===== src/rtl/crc16_pkg.sv =====
// Shared constants and FSM encoding for the CRC-16 checker and generator.
// Both sides must agree on polynomial, seed and residue, so they live here.
package crc16_pkg;

  localparam logic [15:0] POLY          = 16'h1021;
  localparam logic [15:0] INIT          = 16'hFFFF;
  localparam logic [15:0] RESIDUE       = 16'h0000;
  localparam logic [15:0] MIN_FRAME_LEN = 16'd3;

  typedef enum logic [1:0] {
    IDLE = 2'd0,
    RECV = 2'd1,
    DONE = 2'd2
  } state_e;

endpackage


===== src/rtl/crc16_byte_update.sv =====
// Combinational CRC-16 step over one byte, MSB first, non-reflected.
// Eight serial shift/XOR iterations unrolled into a single cycle.
module crc16_byte_update #(
  parameter logic [15:0] POLY = crc16_pkg::POLY
) (
  input  logic [15:0] crc_i,
  input  logic [7:0]  data_i,
  output logic [15:0] crc_o
);

  logic [15:0] c;

  always_comb begin
    c = crc_i;
    for (int i = 7; i >= 0; i--) begin
      if (c[15] ^ data_i[i]) begin
        c = {c[14:0], 1'b0} ^ POLY;
      end else begin
        c = {c[14:0], 1'b0};
      end
    end
    crc_o = c;
  end

endmodule


===== config.mk =====
export PLATFORM = sky130hd
export DESIGN_NAME = crc16_byte_update
export DESIGN_NICKNAME = d
export VERILOG_FILES = /design/src/rtl/crc16_pkg.sv /design/src/rtl/crc16_byte_update.sv
export SDC_FILE = /design/constraint.sdc
export NUM_CORES = 1
export LEC_CHECK = 0
export CORE_AREA = 2 2 39 41
export DETAILED_ROUTE_END_ITERATION = 16
export DIE_AREA = 0 0 41 43
export PLACE_DENSITY = 0.81
export REMOVE_ABC_BUFFERS = 1
export SYNTH_ARGS = -nofsm -noshare
export SYNTH_HDL_FRONTEND = slang
export SYNTH_SLANG_ARGS = --single-unit

===== constraint.sdc =====
create_clock -name vclk -period 1.12
set_input_delay 0.168 -clock vclk [all_inputs]
set_output_delay 0.168 -clock vclk [all_outputs]
set_load 0.01 [all_outputs]

* Word-level counts from Yosys, hierarchy flattened
Cells that the tools add are included.
Storage, ports and cells: bits in registers 0, input bits 24, output and inout port bits 16, logic and storage cells 24
Cells by class: muxes and demuxes 8, bitwise gates (word level) 16
Operators with widths (count):
- $mux 13 | 8
- $not 3->3 | 8
- $xor 1x1->1 | 8

* Depth between registers and ports, before layout
depth after elaboration 16, mapped depth 3, depth with buffers taken out 3

* Worst setup path after synthesis
No wires, ideal clock.
path kind input port to output port, start point input data_i[5], end point output crc_o[5], data arrival time 0.928 ns, data required time 0.952 ns, path slack 0.024 ns, cell stages on the path 2, path buffers 0, path through xnor2_2 > xnor3_1
Between the ends: word-level cells in the longest chain between the ends 8
Ends and longest elaborated chain:
- start: declaration | line crc16_byte_update.sv:7 | input logic [7:0] data_i,
- $xor 1x1->1 * | line crc16_byte_update.sv:16 | if (c[15] ^ data_i[i]) begin
- $mux 13 * (5 in series) | line crc16_byte_update.sv:16
- $not 3->3 (no source line)
- $mux 13 * | line crc16_byte_update.sv:16
- end: declaration | line crc16_byte_update.sv:8 | output logic [15:0] crc_o
Every way passes the cells marked *; elsewhere a longest branch is shown, timed or not.

* Final worst setup path
start point input crc_i[13], end point output crc_o[13]
Between the ends: word-level cells in the longest chain between the ends 4
Ends and longest elaborated chain:
- start: declaration | line crc16_byte_update.sv:6 | input logic [15:0] crc_i,
- $xor 1x1->1 | line crc16_byte_update.sv:16
- $mux 13 | line crc16_byte_update.sv:16
- $xor 1x1->1 | line crc16_byte_update.sv:16
- $mux 13 | line crc16_byte_update.sv:16
No other way between the ends.

==> results <==
[worst max path at each step]
| stage | from | endpoint | slack [ns] | depth (start not counted) |
|---|---|---|---|---|
| detailed placement | data_i[7] | crc_o[7] | -0.93 | 4 |
| CTS | data_i[1] | crc_o[13] | -0.20 | 5 |
| floorplan | data_i[5] | crc_o[5] | 0.02 | 2 |
| global route | crc_i[13] | crc_o[13] | -0.18 | 5 |
| finish | crc_i[13] | crc_o[13] | -0.16 | 5 |
| global placement | data_i[5] | crc_o[6] | -0.91 | 4 |
[repair_timing]
action / in CTS / in global routing
setup endpoints to repair: 16 / 14
gates resized for setup: 170 / 28
pin swaps: 19 / 13
setup buffers: 19 / 3
[layout make-up]
cell class                 count  area (um^2)  share of cell area (%)
timing repair buffer          69        653.1                   55.18
tap                           16        20.02                   1.691
inverter                       1        6.256                  0.5285
multi-input combinational     24        504.2                   42.60
[cell usage in the layout (no fill, tap or decap), drive strengths merged]
cell	instances
buf	62
clkdlybuf4s50	2
dlygate4sd2	2
dlymetal6s2s	3
inv	1
xnor2	12
xnor3	5
xor2	3
xor3	4
[power groups by stage]
stage	clock (mW)	sequential, mW	combinational (mW)
floorplan	0	0	0.340
global placement	0	0	0.752
detailed placement	0	0	0.759
CTS	0	0	0.821
global route	0	0	0.937
finish	0	0	0.881
[worst max-delay path, stage by stage]
cell and delay [ns]:
buf_6 0.10, xnor2_2 0.13, buf_4 0.15, xor3_4 0.43, buf_6 0.14
[through the flow]
step / power (mW) / cell area (um^2) / hold WS [ns] / utilization, % / worst slack (ns)
2_1_floorplan: 0.3402 / 387.9 / 0.4237 / - / 0.02447
6_report: 0.8814 / 1184 / 0.6716 / 85.53 / -0.1616
4_1_cts: 0.8214 / 1059 / 0.8074 / 76.49 / -0.1987
5_1_grt: 0.9374 / 1184 / 0.6937 / 85.53 / -0.1795
3_3_place_gp: 0.7523 / 875.8 / 1.341 / 63.29 / -0.9130
3_5_place_dp: 0.7589 / 875.8 / 1.347 / 63.29 / -0.9294
[logic make-up after synthesis]
| logic type | after synthesis | synth area share, % |
|---|---|---|
| XOR/XNOR | 24 | 99.04 |
| buffers and inverters | 1 | 0.9668 |
[routing by layer]
layer / wire length [um] / part of all wire, % / GRT usage [%] / up-vias
met5: 0 / 0 / 0 / -
met3: 109 / 8.1 / 1.571 / 0
met4: 0 / 0 / 0 / 0
li1: - / - / - / 224
met2: 817 / 61 / 30.00 / 21
met1: 413 / 31 / 15.33 / 209
==> impl_results.rst <==
.. list-table::
   :header-rows: 1

   * - Metric
     - Value
   * - CP required
     - 0.95 ns
   * - Total length of routed wires
     - 1340 um
   * - Placer Congestion
     - 0.6027
   * - Number of max-capacitance violations reported
     - 0
   * - Switch share
     - between 30% and 40%
   * - Max Fclk
     - between 0.7 and 0.8 GHz
   * - Endpoint with the worst hold slack
     - crc_o[9]
   * - Number of hold buffers added after CTS
     - 0
   * - Global-route usage over all layers
     - between 10 and 15%
   * - Count of endpoints failing setup in the final report
     - 9
   * - Normalized max-slew margin
     - a little under 90%
   * - Int Pwr
     - 0.5802 mW
   * - Starting density of the core
     - 28.03%
   * - Number of cell rows
     - 14
   * - Post-route minimum period
     - around 1.3 ns
   * - Flip-flop and latch area
     - 0 um^2
   * - Transition time of the tightest slew-check pin
     - 0.1782 ns
   * - Final hold violation count
     - 0
   * - Detail Route Antenna Nets
     - 0
   * - Crit. End Element
     - output pin
   * - Run status
     - complete, but fails checks
   * - Leakage dissipation
     - 0.6474 nW
   * - Final Net Count
     - between 100 and 150
   * - Final HPWL DP
     - 815.5 um
   * - Total inserted antenna cells
     - 0
   * - Initial antenna violation count
     - 0
   * - Power Dens Cells
     - 744.7 mW/mm^2
   * - Switching pwr
     - 0.3012 mW
   * - Average wire length per cell after detail routing
     - 12.18 um
   * - Synth unique cells
     - 8
   * - Setup total negative slack
     - -0.8227 ns
   * - Setup ws final
     - -0.1616 ns
   * - Sequential power share
     - 0%
   * - Die Height
     - around 43 um
   * - Tcrit/Tclk final
     - 114.4%
   * - Overall die width
     - 41 um
   * - Length of the first detailed-routing pass in iterations
     - 1
   * - Pin count of the biggest net entering global routing
     - 5
   * - Kind of critical path
     - in2out
   * - Worst hold path cell count
     - 3
   * - Synth warnings
     - 0
   * - Critical path arrival
     - between 1 and 1.5 ns
   * - Via count
     - 454
   * - Worst hold path type
     - in2out
   * - Proportion of power drawn by the clock network
     - 0%
   * - Count of clock buffers in the final design
     - 0
   * - Synth-to-layout area growth
     - 205.2%
   * - Syn Area/Cell
     - 15.51 um^2
   * - Initial detailed-routing violation count
     - 0
   * - Post-Synthesis Cell Area
     - 387.9 um^2
   * - Synthesized instance count
     - 25
   * - Placed cells
     - 90
   * - Number of global-route vias before repair
     - about 470
   * - Synth top area cells
     - xnor3_1, xor3_1, xnor2_1
   * - Worst IR drop on VDD
     - 0.5010 mV
   * - Fin. max-slew vios
     - 0
   * - Via count normalized by instance count
     - between 4 and 5
   * - Cell accounting for the most synthesized area
     - xnor3_1
   * - # DRC
     - 0
   * - Hold Startpoint
     - crc_i[1]
   * - Number of port buffers
     - 40
   * - Core area
     - between 0.001 and 0.0015 mm^2
   * - Total Die Area
     - about 0.0018 mm^2
   * - Final non-filler cell total
     - 110
   * - Number of primary I/O pins
     - 40
   * - Filler cells
     - 71
   * - Global-route wire length before repair
     - 1842 um
   * - Setup repair after global routing missed its margin
     - true
   * - Fraction of post-synthesis cell area in the top cell type by area
     - 29.03%
   * - Top fanout value on the critical path
     - 4
   * - Type of element launching the critical path
     - input port
   * - Failing checks
     - negative setup slack
   * - Portion of the post-synthesis area used by sequential elements
     - 0%
   * - Layout cell share with drive strength beyond 1
     - 79.79%
   * - Dominant cell by count in the synthesized netlist
     - xnor2_1
   * - Top post-synthesis cells by count
     - xnor2_1, xnor3_1, xnor2_2, xor2_1, xor3_1
   * - Gate power share
     - between 90% and 100%
   * - Final global-route overflow total
     - 0
   * - Count of sequential standard cells
     - 0
Power figures use the tool's default switching activity.
